<file path="config.mk">
export PLATFORM = sky130hd
export DESIGN_NAME = fifo_sync_param
export DESIGN_NICKNAME = d
export VERILOG_FILES = /design/src/rtl/fifo_sync_param.sv
export SDC_FILE = /design/constraint.sdc
export NUM_CORES = 1
export LEC_CHECK = 0
export CORE_MARGIN = 10
export CORE_UTILIZATION = 55
export CTS_CLUSTER_DIAMETER = 60
export DETAILED_ROUTE_END_ITERATION = 6
export GPL_TIMING_DRIVEN = 0
export PLACE_DENSITY = 0.84
export SLEW_MARGIN = 15
export SYNTH_ARGS = -nofsm -noshare
export SYNTH_HDL_FRONTEND = slang
export SYNTH_SLANG_ARGS = --single-unit
</file>
<file path="constraint.sdc">
create_clock -name clk -period 2.8 [get_ports clk]
set_clock_uncertainty 0.05 [all_clocks]
set_input_delay 0.28 -clock clk [delete_from_list [all_inputs] [get_ports clk]]
set_output_delay 0.28 -clock clk [all_outputs]
set_load 0.01 [all_outputs]
</file>
<file path="src/rtl/fifo_sync_param.sv">
// Synchronous single-clock FIFO with occupancy count, almost-full/empty thresholds,
// overflow/underflow pulses and selectable standard or first-word-fall-through read.
module fifo_sync_param #(
    parameter int unsigned DSIZE  = 8,
    parameter int unsigned ASIZE  = 4,
    parameter int unsigned AF_LVL = 12,
    parameter int unsigned AE_LVL = 4,
    parameter int unsigned FWFT   = 0
) (
    input  logic             clk,
    input  logic             rst,
    input  logic [DSIZE-1:0] wdata,
    input  logic             winc,
    input  logic             rinc,
    output logic [DSIZE-1:0] rdata,
    output logic             wfull,
    output logic             rempty,
    output logic             almost_full,
    output logic             almost_empty,
    output logic [ASIZE:0]   count,
    output logic             overflow,
    output logic             underflow
);

    localparam int unsigned DEPTH = 32'd1 << ASIZE;
    localparam int unsigned CW    = ASIZE + 1;

    logic [DSIZE-1:0] r_mem [DEPTH];
    logic [ASIZE:0]   r_wptr;
    logic [ASIZE:0]   r_rptr;
    logic [ASIZE:0]   r_count;
    logic             r_overflow;
    logic             r_underflow;

    logic             w_wr_en;
    logic             w_rd_en;
    logic [ASIZE-1:0] w_waddr;
    logic [ASIZE-1:0] w_raddr;

    // Flags depend on the registered count only, never on winc/rinc.
    assign wfull        = (r_count == CW'(DEPTH));
    assign rempty       = (r_count == '0);
    assign almost_full  = (r_count >= CW'(AF_LVL));
    assign almost_empty = (r_count <= CW'(AE_LVL));
    assign count        = r_count;
    assign overflow     = r_overflow;
    assign underflow    = r_underflow;

    assign w_wr_en = winc && !wfull;
    assign w_rd_en = rinc && !rempty;
    assign w_waddr = r_wptr[ASIZE-1:0];
    assign w_raddr = r_rptr[ASIZE-1:0];

    // Storage array; contents survive reset, only pointers are cleared.
    always_ff @(posedge clk) begin
        if (w_wr_en) begin
            r_mem[w_waddr] <= wdata;
        end
    end

    always_ff @(posedge clk or posedge rst) begin
        if (rst) begin
            r_wptr      <= '0;
            r_rptr      <= '0;
            r_count     <= '0;
            r_overflow  <= 1'b0;
            r_underflow <= 1'b0;
        end else begin
            if (w_wr_en) begin
                r_wptr <= r_wptr + CW'(1);
            end
            if (w_rd_en) begin
                r_rptr <= r_rptr + CW'(1);
            end
            case ({w_wr_en, w_rd_en})
                2'b10:   r_count <= r_count + CW'(1);
                2'b01:   r_count <= r_count - CW'(1);
                default: r_count <= r_count;
            endcase
            r_overflow  <= winc && wfull;
            r_underflow <= rinc && rempty;
        end
    end

    generate
        if (FWFT != 0) begin : g_fwft
            // Head word is presented directly; meaningless while empty.
            assign rdata = r_mem[w_raddr];
        end else begin : g_std
            logic [DSIZE-1:0] r_rdata;

            always_ff @(posedge clk or posedge rst) begin
                if (rst) begin
                    r_rdata <= '0;
                end else if (w_rd_en) begin
                    r_rdata <= r_mem[w_raddr];
                end
            end

            assign rdata = r_rdata;
        end
    endgenerate

endmodule

</file>
== Yosys cells after proc, flatten, opt, wreduce, memory -nomap -nowiden ==
Memories as Yosys holds them, arrays and structs flattened. A register that Yosys moved wholly into a read port is not among the register bits.
Cells that the tools add are included.
Cells by class
  equal/unequal tests: 3
  muxes and demuxes: 3
  reduce and logical (&&, ||, !) cells: 8
  magnitude comparators: 2
  $add $sub $neg: 4
Operators by type and width (count)
  $add 5x1->5 const B: 3
  $pmux 5 s2: 1
  $eq 5x5->1 const B: 1
  $ge 5x4->1 const B: 1
  $le 5x3->1 const B: 1
  $logic_not 5->1: 1
  $sub 5x1->5 const B: 1
  $logic_and 1x1->1: 4
  $eq 2x1->1 const B: 1
  $eq 2x2->1 const B: 1
  $logic_not 1->1: 2
  $mux 1: 2
  $reduce_bool 2->1: 1
Word-level totals
  register bits: 17
  memories kept: 1
  RAM bits: 128
  output and inout bits: 19
  logic and storage cells: 26
  input bits: 12
Memories
  r_mem: depth 16, bits a word 8, rd ports 1, clocked after memory_dff 1, wr ports 1, RTL line 28  | logic [DSIZE-1:0] r_mem [DEPTH];

== Longest topological paths before layout ==
Gate-level depths: netlist of run 1.
  word-level depth: 5
  mapped depth: 12
  gate-level depth less buffers: 10

== Worst setup path after synthesis of run 1 ==
Ideal clock, no wire load.
  path type: register to register
  start point: reg r_count[1], in the netlist count[1]
  end point: reg r_count[4], in the netlist count[4]
  clock period less this slack: 2683 ps
  path buffers: 2
  stages on the path, launching flop included: 13
  setup time: 134 ps
  data required time: 2616 ps
  arrival: 2499 ps
  path slack: 117 ps
  path through: dfrtp_1 buf_6 or3_4 o31ai_4 inv_2 ha_1 clkbuf_1 xor2_1 ha_1 and3b_1 o21ai_0 a31oi_1 xor2_1
On the way
  longest elaborated chain between the ends: 5
  elaborated cells between the ends (all ways): 12
  those cells by class: add/sub (2); eq/ne (3); mux (1); reduce/logical (6)
Ends and longest elaborated chain
  from (decl): RTL line 31  | logic [ASIZE:0] r_count;
  from (signal assigned): RTL line 76  | 2'b10: r_count <= r_count + CW'(1);
  from (signal assigned): RTL line 77  | 2'b01: r_count <= r_count - CW'(1);
  from (signal assigned): RTL line 78  | default: r_count <= r_count;
  $logic_not 5->1 (*): RTL line 42  | assign rempty = (r_count == '0);
  $logic_not 1->1 (*): RTL line 50  | assign w_rd_en = rinc && !rempty;
  $logic_and 1x1->1 (*): RTL line 50
  via w_rd_en: RTL line 36  | logic w_rd_en;
  $eq 2x1->1 or $eq 2x2->1 (tied branches): RTL line 75  | case ({w_wr_en, w_rd_en})
  $pmux 5 s2 or $reduce_bool 2->1 (tied branches)
Mark *: on every way through the listed nets, which the timed path passes. The rest lies on a longest branch.
A chain may end at the register's enable or synchronous reset.

== Final worst setup path of run 1 ==
Same ends and word-level chain as after synthesis.

==> key figures, run 1 <==
Global route
  • Vias in the first global route: 3244
  • Met3 Usage GRT: 0.0482
  • Largest net degree at the start of global routing: 24
  • GR Layer Usage met1: 0.198
  • Met2 Use GR: 0.239
  • First-pass GRT wire length: 18.6 mm
  • Overall Global Routing Usage: 0.154
  • Initial antenna violation count: 0
  • Total grt overflow: 0
  • GRT Max-Usage Layer: met2

Die
  • Placement Rows: 38
  • Die area: 15700 sq um
  • Die height: 125 microns
  • Die X-Extent: 125 microns
  • # IOs: 31
  • Initial core utilization: 0.564
  • Placeable Area: 10800 sq um

Setup path
  • Crit Path Category: reg -> reg
  • Crit-path most repeated cell: xor2_1
  • Crit. End Element: flip-flop
  • Worst reg2reg path endpoint: count[4]
  • Crit-path max cell delay: 0.39 ns
  • Crit Path Max Fanout: 9
  • Crit path DAT: 3.02 ns
  • Startpoint Class: flip-flop
  • Reg2Reg Depth: 11
  • Slowest cell on the critical path: dfrtp_1
  • Worst path required time: 3.16 ns
  • Flop2flop setup slack: 0.14 ns
  • Reg2reg start: count[1]
  • Cell family with most CP delay: compound AO/OA/AOI/OAI gates
  • Crit-path cells: buf_6 > or3_4 > o31ai_4 > inv_4 > ha_4 > xor2_1 > ha_1 > and3b_1 > o21ai_0 > a31oi_1 > xor2_1
  • Crit path buf inv count: 2

Routing
  • Final WL: 11.8 mm
  • Wire per inst: 22.6 microns
  • Drt pass-1 iters: 5
  • 1st-iter DRT viols: 358
  • Post-route ant nets: 0
  • Post-route DRC: 0
  • Via count: 3110
  • Vias/cell: 5.97

Power
  • Design Power: 0.00734 W
  • Max VDD drop: 605 uV
  • PD cells: 1020 nW/um^2
  • Pleak: 2.45 nW

Timing
  • Final hold violations: 0
  • Setup violators final: 0
  • Post-Route Setup TNS: 0 ns
  • Slew HR: 0.345
  • Max frequency: 377 MHz
  • Final Hold Slack: 0.234 ns
  • Pins over their slew limit: 0
  • Final period util: 0.949
  • Worst Tran Pin Value: 0.979 ns
  • Unrepaired setup endpoints after global routing: false
  • Fin crit period: 2.66 ns

Logic synthesis
  • Netlist cell types: 43
  • Main synth FF type: edfxtp_1
  • Synth top area share: 0.628
  • Synth Register Bits: 151
  • Async S/R FF share, synth: 0.152
  • Ys Warns: 0
  • Mean Syn Cell Area: 19.1 sq um
  • Cells after synthesis: 320
  • Area of the mapped netlist: 6120 sq um
  • Yosys top cell by area: edfxtp_1
  • Syn_nets: 340
  • EDFF count, synth: 128
  • Synth area leaders: edfxtp_1 63%, mux4_2 12%, dfrtp_1 9.4%
  • Post-synthesis sequential area ratio: 0.723

Status
  • Outcome: finished clean

Finish
  • Commonest non-fill, non-tap cell in the layout: edfxtp_1
  • Final Util: 0.661
  • Ant diodes: 0
  • Final nets: 389
  • Area growth syn-to-layout: 17.1%
  • Fillers: 725
  • Most frequent cells in the layout: 128 x edfxtp_1, 32 x mux4_2, 30 x clkdlybuf4s50_1
  • Final Cell Area: 7160 sq um
  • Share of layout cells above drive strength 1: 0.241

Clock network
  • Total CTS buffers: 17
  • Clk_lat worst skew: 0.53 ns
  • Root Buffer: clkbuf_8
  • Clock Pin Slew Worst Setup and Hold Paths: 0.06 ns
  • H-Tree Depth: 4
  • CTS Buffer Depth: 2
  • TritonCTS clock tree: done
  • Clk sinks: 151

Place
  • Routability cong.: 0.796
  • Port bufs: 30
  • DP HPWL: 7.71 mm
  • Area after DPL: 6600 sq um

Flow run
  • Total of max-cap violations: 0

Hold path
  • Hold WC Path Type: in -> async
[per-layer routing]
| layer | part of all wire | up-vias | wire, microns |
|---|---|---|---|
| li1 | - | 1364 | - |
| met1 | 0.41 | 1555 | 4780 |
| met2 | 0.48 | 168 | 5690 |
| met3 | 0.091 | 23 | 1070 |
| met4 | 0.020 | 0 | 238 |
| met5 | 0 | - | 0 |
[state kept, by name (all words and copies together), names as in the netlist]
| signal | cells |
|---|---|
| underflow | 1 |
| overflow | 1 |
| count | 5 |
| r_mem | 128 |
| rdata | 8 |
| r_rptr | 4 |
| r_wptr | 4 |
[stage by stage]
| step | setup WS (ns) | cells |
|---|---|---|
| 2_1_floorplan | 0.117 | 320 |
| 3_3_place_gp | -0.0198 | 490 |
| 3_5_place_dp | -0.0952 | 490 |
| 4_1_cts | 0.0232 | 520 |
| 5_1_grt | 0.0322 | 521 |
| 6_report | 0.144 | 521 |
[kinds of logic after synthesis]
family / count (synthesis) / synth area share
flip-flops: 151 / 0.723
AND/OR/NAND/NOR: 55 / 0.0440
multiplexers: 48 / 0.144
AO/OA/AOI/OAI: 23 / 0.0329
buffers and inverters: 23 / 0.0227
XOR/XNOR: 12 / 0.0172
adder cells (fa/ha/maj): 8 / 0.0164
[where the power goes]
part	internal (W)	switching [W]
combinational	0.00113	0.00123
clock	0.00116	0.000855
sequential	0.00280	0.000168
[cells in the mapped netlist, types with 2 or more instances]
cell and n:
a21o_1 2, a22oi_1 2, and2_1 2, buf_2 6, buf_4 5, buf_6 2
clkbuf_1 3, dfrtp_1 23, edfxtp_1 128, ha_1 8, inv_1 4, mux2i_1 15
mux4_2 32, nand2_1 17, nand2b_1 2, nand4_1 2, nor2_1 14, nor2b_1 4
nor3_1 7, o21ai_0 3, o221ai_1 7, xnor2_1 7, xor2_1 5
[worst register-to-register path: cells and delay by family, from the launching register on]
kind	cells	cell delay (ns)
flops	1	0.39
simple gates	2	0.54
buf+inv	2	0.26
fa+ha+maj	2	0.42
compound gates	3	0.57
xor+xnor	2	0.30
[final cells by class]
class	instances	area, sq um	share of cell area
Sequential cell	151	4420	0.617
Buffer	17	116	0.0162
Multi-Input combinational cell	146	1600	0.223
Tap cell	140	175	0.0245
Timing Repair Buffer	31	308	0.0430
Clock buffer	17	414	0.0578
Inverter	5	21.3	0.00297
Clock inverter	14	113	0.0157
[worst max path at each step]
stage,depth (start not counted),from,endpoint
floorplan,12,count[1],count[4]
global placement,4,winc,r_mem[3][1]
detailed placement,4,winc,r_mem[3][0]
CTS,11,count[1],count[4]
global route,11,count[3],count[4]
finish,11,count[1],count[4]
[repair_timing]
item                                    CTS  global route
resized for setup                         2             3
hold buffers                              0             0
endpoints found under the setup margin    3             2
buffers inserted                          0             1
pin swaps                                 0             1
Power figures use the tool's default switching activity.
==> run 2: changes to the inputs <==
Settings changed: CORE_UTILIZATION 55 to 59, DONT_BUFFER_PORTS from default to 1, GPL_TIMING_DRIVEN 0 to default, PLACE_DENSITY 0.84 to 0.85.
==> key figures, run 2 (synthesized netlist as in run 1, its figures left out) <==
Status
  • Outcome: finished clean

Routing
  • Wire per inst: 25.7 microns (+14%)
  • 1st-iter DRT viols: 372 (+3.9%)
  • Post-route DRC: 0 (unchanged)
  • Final WL: 13.1 mm (+11%)
  • Drt pass-1 iters: 5 (unchanged)
  • Vias/cell: 6.35 (+6.5%)
  • Post-route ant nets: 0 (unchanged)
  • Via count: 3241 (+4.2%)

Finish
  • Ant diodes: 0 (unchanged)
  • Share of layout cells above drive strength 1: 0.278 (+0.0366)
  • Max reg flops: 128 (unchanged)
  • Final nets: 381 (-2.1%)
  • Commonest non-fill, non-tap cell in the layout: edfxtp_1
  • Area growth syn-to-layout: 16.0%
  • Final Util: 0.693 (+0.0326)
  • Most flops, register: r_mem
  • Most frequent cells in the layout: 128 x edfxtp_1, 32 x mux4_2, 28 x buf_4
  • Non-filler instance count after layout: 510 (-2.1%)

Power
  • Clk pwr share: 0.302 (+0.028)
  • PD cells: 1040 nW/um^2 (+1.1%)
  • Cell-internal power: 0.00498 W (-2.1%)
  • Sw Ratio: 0.322 (+0.0151)
  • Seq pwr share: 0.418 (+0.014)
  • Pleak: 2.49 nW (+1.7%)
  • Switch Pwr: 0.00236 W (+5.0%)
  • Comb pwr share: 0.280 (-0.042)
  • Max VDD drop: 880 uV (+45%)

Clock network
  • H-Tree Depth: 4 (unchanged)
  • Root Buffer: clkbuf_8
  • Clk sinks: 151 (unchanged)
  • TritonCTS clock tree: done
  • CTS Buffer Depth: 2 (unchanged)
  • Clock Pin Slew Worst Setup and Hold Paths: 0.07 ns (about the same)
  • Clk_lat worst skew: 0.52 ns (about the same)
  • Total CTS buffers: 17 (unchanged)

Place
  • Placed Cells incl. Taps: 467 (-4.7%)
  • Routability cong.: 0.805 (+1.1%)
  • Port bufs: 0 (-100%)
  • Placement Setup Slack: 0.138 ns (+0.233 ns)
  • DP HPWL: 7.73 mm (+0.18%)

Hold path
  • Worst hold stages: 4
  • Hold WC Path Type: in -> reg
  • Hold EP: r_rptr[1]
  • Hold path startpoint: rinc

Die
  • Initial core utilization: 0.598 (+0.0336)
  • # IOs: 31 (unchanged)
  • Placeable Area: 10200 sq um (-5.6%)
  • Placement Rows: 37 (-2.6%)
  • Die X-Extent: 122 microns (-2.9%)
  • Die area: 14800 sq um (-5.7%)
  • Die height: 122 microns (-2.9%)

Global route
  • Total grt overflow: 0 (unchanged)
  • First-pass GRT wire length: 20.0 mm (+7.9%)
  • Overall Global Routing Usage: 0.185 (+0.0314)
  • Largest net degree at the start of global routing: 35 (+46%)
  • Vias in the first global route: 3309 (+2.0%)
  • Initial antenna violation count: 0 (unchanged)

Timing
  • Max frequency: 379 MHz (+0.61%)
  • Unrepaired setup endpoints after global routing: false
  • Setup ws final: 0.160 ns (+0.0162 ns)
  • Worst Tran Pin Value: 1.02 ns (+0.0439 ns)
  • Fin crit period: 2.64 ns (-0.0162 ns)
  • Final Hold Slack: 0.0328 ns (-0.201 ns)
  • Final period util: 0.943 (-0.00578)
  • Setup violators final: 0 (unchanged)
  • Pins over their slew limit: 0 (unchanged)
  • Final hold violations: 0 (unchanged)
  • Slew HR: 0.318 (-0.0276)
  • Post-Route Setup TNS: 0 ns (unchanged)

Setup path
  • Critical path origin: count[0]
  • Crit path DAT: 2.98 ns (-0.04 ns)
  • Reg2reg start: count[0]
  • Crit Path Max Fanout: 9 (unchanged)
  • Reg2Reg Depth: 10 (-1)
  • Crit Path Category: reg -> reg
  • Startpoint Class: flip-flop
  • Crit. End Element: flip-flop
  • Flop2flop setup slack: 0.16 ns (+0.02 ns)
  • Worst reg2reg path endpoint: count[4]
  • Worst path required time: 3.14 ns (-0.02 ns)

Flow run
  • Total of max-cap violations: 0 (unchanged)
[run 2: worst max-delay path by stage]
stage                     endpoint
after floorplan           count[4]
after global placement    count[4]
after detailed placement  count[4]
after CTS                 count[4]
after global routing      count[4]
final                     count[4]
[run 2: routing by layer]
metal | vias to the layer above | GRT usage | wire (microns) | share of wire
met5 | - | 0 | 0 | 0
met4 | 0 | 0.0581 | 279 | 0.021
met3 | 35 | 0.0532 | 1060 | 0.081
met2 | 188 | 0.306 | 6950 | 0.53
met1 | 1668 | 0.231 | 4830 | 0.37
li1 | 1350 | - | - | -
[run 2: repair_timing]
| action | CTS | global route |
|---|---|---|
| gates resized for setup | 0 | 1 |
| endpoints found under the hold margin | 153 | 0 |
| hold buffers | 11 | 0 |
| buffers inserted | 0 | 0 |
| endpoints found under the setup margin | 0 | 2 |
[run 2: layout make-up]
class,count,area (sq um)
clock inverters,14,154
fillers,613,3140
well taps,136,170
inverters,5,18.8
clock buffers,18,428
multi-input cells,146,1560
repair buffers,40,340
flip-flops and latches,151,4420
[run 2: per-stage QoR]
step	total power [W]	instance area [sq um]
finish	0.00735	7090
global route	0.00765	7090
CTS	0.00736	7090
detailed placement	0.00508	6400
global placement	0.00497	6400
floorplan	0.00458	6120
[run 2: worst max-delay path, cell delays in order, from the launching register on]
cell and delay (ns):
dfrtp_1 0.38, or3_4 0.41, o31ai_4 0.21, inv_2 0.15, ha_1 0.32, xor2_1 0.18, ha_1 0.23, and3b_1 0.17
o21ai_0 0.14, a31oi_1 0.12, xor2_1 0.15
[run 2: power groups by stage]
stage	Combinational [W]	Clock, W	Sequential, W
final	0.00206	0.00222	0.00307
after global routing	0.00221	0.00234	0.00311
after CTS	0.00205	0.00224	0.00307
after detailed placement	0.00198	0	0.00311
after global placement	0.00188	0	0.00308
after floorplan	0.00158	0	0.00300
==> run 3: changes to the inputs <==
Settings changed: SKIP_CTS_REPAIR_TIMING from default to 1.
==> key figures, run 3 (synthesized netlist as in run 1, its figures left out) <==
Finish
  • Final nets: 381 (unchanged)
  • Final Util: 0.693 (unchanged)
  • Ant diodes: 0 (unchanged)
  • Commonest non-fill, non-tap cell in the layout: edfxtp_1
  • Max reg flops: 128 (unchanged)
  • Share of layout cells above drive strength 1: 0.278 (unchanged)
  • Most flops, register: r_mem
  • Area growth syn-to-layout: 16.0% (unchanged)
  • Most frequent cells in the layout: 128 x edfxtp_1, 32 x mux4_2, 28 x buf_4

Place
  • Port bufs: 0 (unchanged)
  • Routability cong.: 0.805 (unchanged)
  • DP HPWL: 7.73 mm (unchanged)
  • Placement Setup Slack: 0.138 ns (unchanged)

Timing
  • Setup ws final: 0.173 ns (+0.0132 ns)
  • Fin crit period: 2.63 ns (-0.0132 ns)
  • Max frequency: 381 MHz (+0.50%)
  • Final Hold Slack: 0.0300 ns (-0.00285 ns)
  • Post-Route Setup TNS: 0 ns (unchanged)
  • Worst Tran Pin Value: 1.02 ns (-0.00208 ns)
  • Setup violators final: 0 (unchanged)
  • Final period util: 0.938 (-0.00472)
  • Slew HR: 0.319 (+0.00138)
  • Final hold violations: 0 (unchanged)
  • Unrepaired setup endpoints after global routing: false
  • Pins over their slew limit: 0 (unchanged)

Status
  • Outcome: finished clean

Power
  • Design Power: 0.00733 W (-0.25%)
  • Pleak: 2.49 nW (unchanged)
  • Max VDD drop: 876 uV (-0.49%)
  • Switch Pwr: 0.00235 W (-0.75%)
  • Comb pwr share: 0.279 (about the same)
  • Seq pwr share: 0.419 (about the same)
  • Sw Ratio: 0.320 (-0.00161)
  • PD cells: 1030 nW/um^2 (-0.25%)
  • Cell-internal power: 0.00498 W (about the same)
  • Clk pwr share: 0.302 (about the same)

Setup path
  • Worst path required time: 3.14 ns (about the same)
  • Startpoint Class: flip-flop
  • Crit Path Category: reg -> reg
  • Crit Path Max Fanout: 9 (unchanged)
  • Crit. End Element: flip-flop
  • Crit path DAT: 2.97 ns (about the same)

Routing
  • 1st-iter DRT viols: 476 (+28%)
  • Post-route DRC: 0 (unchanged)
  • Final WL: 13.0 mm (-1.1%)
  • Wire per inst: 25.4 microns (-1.1%)
  • Post-route ant nets: 0 (unchanged)
  • Vias/cell: 6.25 (-1.7%)
  • Via count: 3187 (-1.7%)
  • Drt pass-1 iters: 5 (unchanged)

Global route
  • Vias in the first global route: 3251 (-1.8%)
  • Largest net degree at the start of global routing: 35 (unchanged)
  • First-pass GRT wire length: 19.6 mm (-1.9%)
  • Overall Global Routing Usage: 0.182 (-0.00307)
  • Initial antenna violation count: 0 (unchanged)
  • Total grt overflow: 0 (unchanged)

Die
  • Placeable Area: 10200 sq um (unchanged)
  • Die X-Extent: 122 microns (unchanged)
  • Die area: 14800 sq um (unchanged)
  • Placement Rows: 37 (unchanged)
  • # IOs: 31 (unchanged)
  • Initial core utilization: 0.598 (unchanged)
  • Die height: 122 microns (unchanged)

Clock network
  • CTS Buffer Depth: 2 (unchanged)
  • H-Tree Depth: 4 (unchanged)
  • Total CTS buffers: 17 (unchanged)
  • Clk sinks: 151 (unchanged)
  • TritonCTS clock tree: done
  • Clock Pin Slew Worst Setup and Hold Paths: 0.07 ns (about the same)
  • Root Buffer: clkbuf_8
  • Clk_lat worst skew: 0.52 ns (about the same)

Flow run
  • Total of max-cap violations: 0 (unchanged)

Hold path
  • Hold WC Path Type: in -> reg
==> run 3: cell counts in the layout (fill, tap and decap cells not counted) <==
Identical to the previous run, type by type.
==> run 3: layout make-up <==
| type | count | area, sq um |
|---|---|---|
| fill | 616 | 3140 |
| clock buffer | 18 | 428 |
| sequential | 151 | 4420 |
| tap | 136 | 170 |
| clock inverter | 14 | 154 |
| timing repair buffer | 40 | 340 |
| multi-input combinational | 146 | 1560 |
| inverter | 5 | 18.8 |
==> run 3: worst max-delay path: stages, from the launching register on <==
cell	delay [ns]
dfrtp_1	0.38
or3_4	0.41
o31ai_4	0.21
inv_2	0.15
ha_1	0.32
xor2_1	0.18
ha_1	0.23
and3b_1	0.17
o21ai_0	0.14
a31oi_1	0.11
xor2_1	0.15
==> run 3: per-stage QoR <==
stage,instances,area (sq um)
2_1_floorplan,320,6120
3_3_place_gp,467,6400
3_5_place_dp,467,6400
4_1_cts,499,6980
5_1_grt,510,7090
6_report,510,7090
==> run 3: routing by layer <==
layer	global-route usage	part of all wire	vias to the layer above
met3	0.0597	0.087	23
met1	0.222	0.36	1638
met4	0.0596	0.019	0
met5	0	0	-
met2	0.300	0.53	176
li1	-	-	1350
==> run 3: final timing paths <==
path | from | end | slack [ns] | depth (start not counted)
max reg2reg | count[0] | count[4] | 0.17 | 10
min reg2reg | rdata[3] | rdata[3] | 0.52 | 2
max | count[0] | count[4] | 0.17 | 10
max in group asynchronous | rst | rdata[0] | 1.67 | 2
min in group asynchronous | rst | count[3] | 0.40 | 2
min | rinc | r_rptr[1] | 0.03 | 4
==> run 3: power groups by stage <==
stage / logic [W] / registers, W / clock network, W
5_1_grt: 0.00221 / 0.00311 / 0.00234
3_3_place_gp: 0.00188 / 0.00308 / 0
6_report: 0.00204 / 0.00307 / 0.00221
3_5_place_dp: 0.00198 / 0.00311 / 0
2_1_floorplan: 0.00158 / 0.00300 / 0
4_1_cts: 0.00202 / 0.00307 / 0.00224
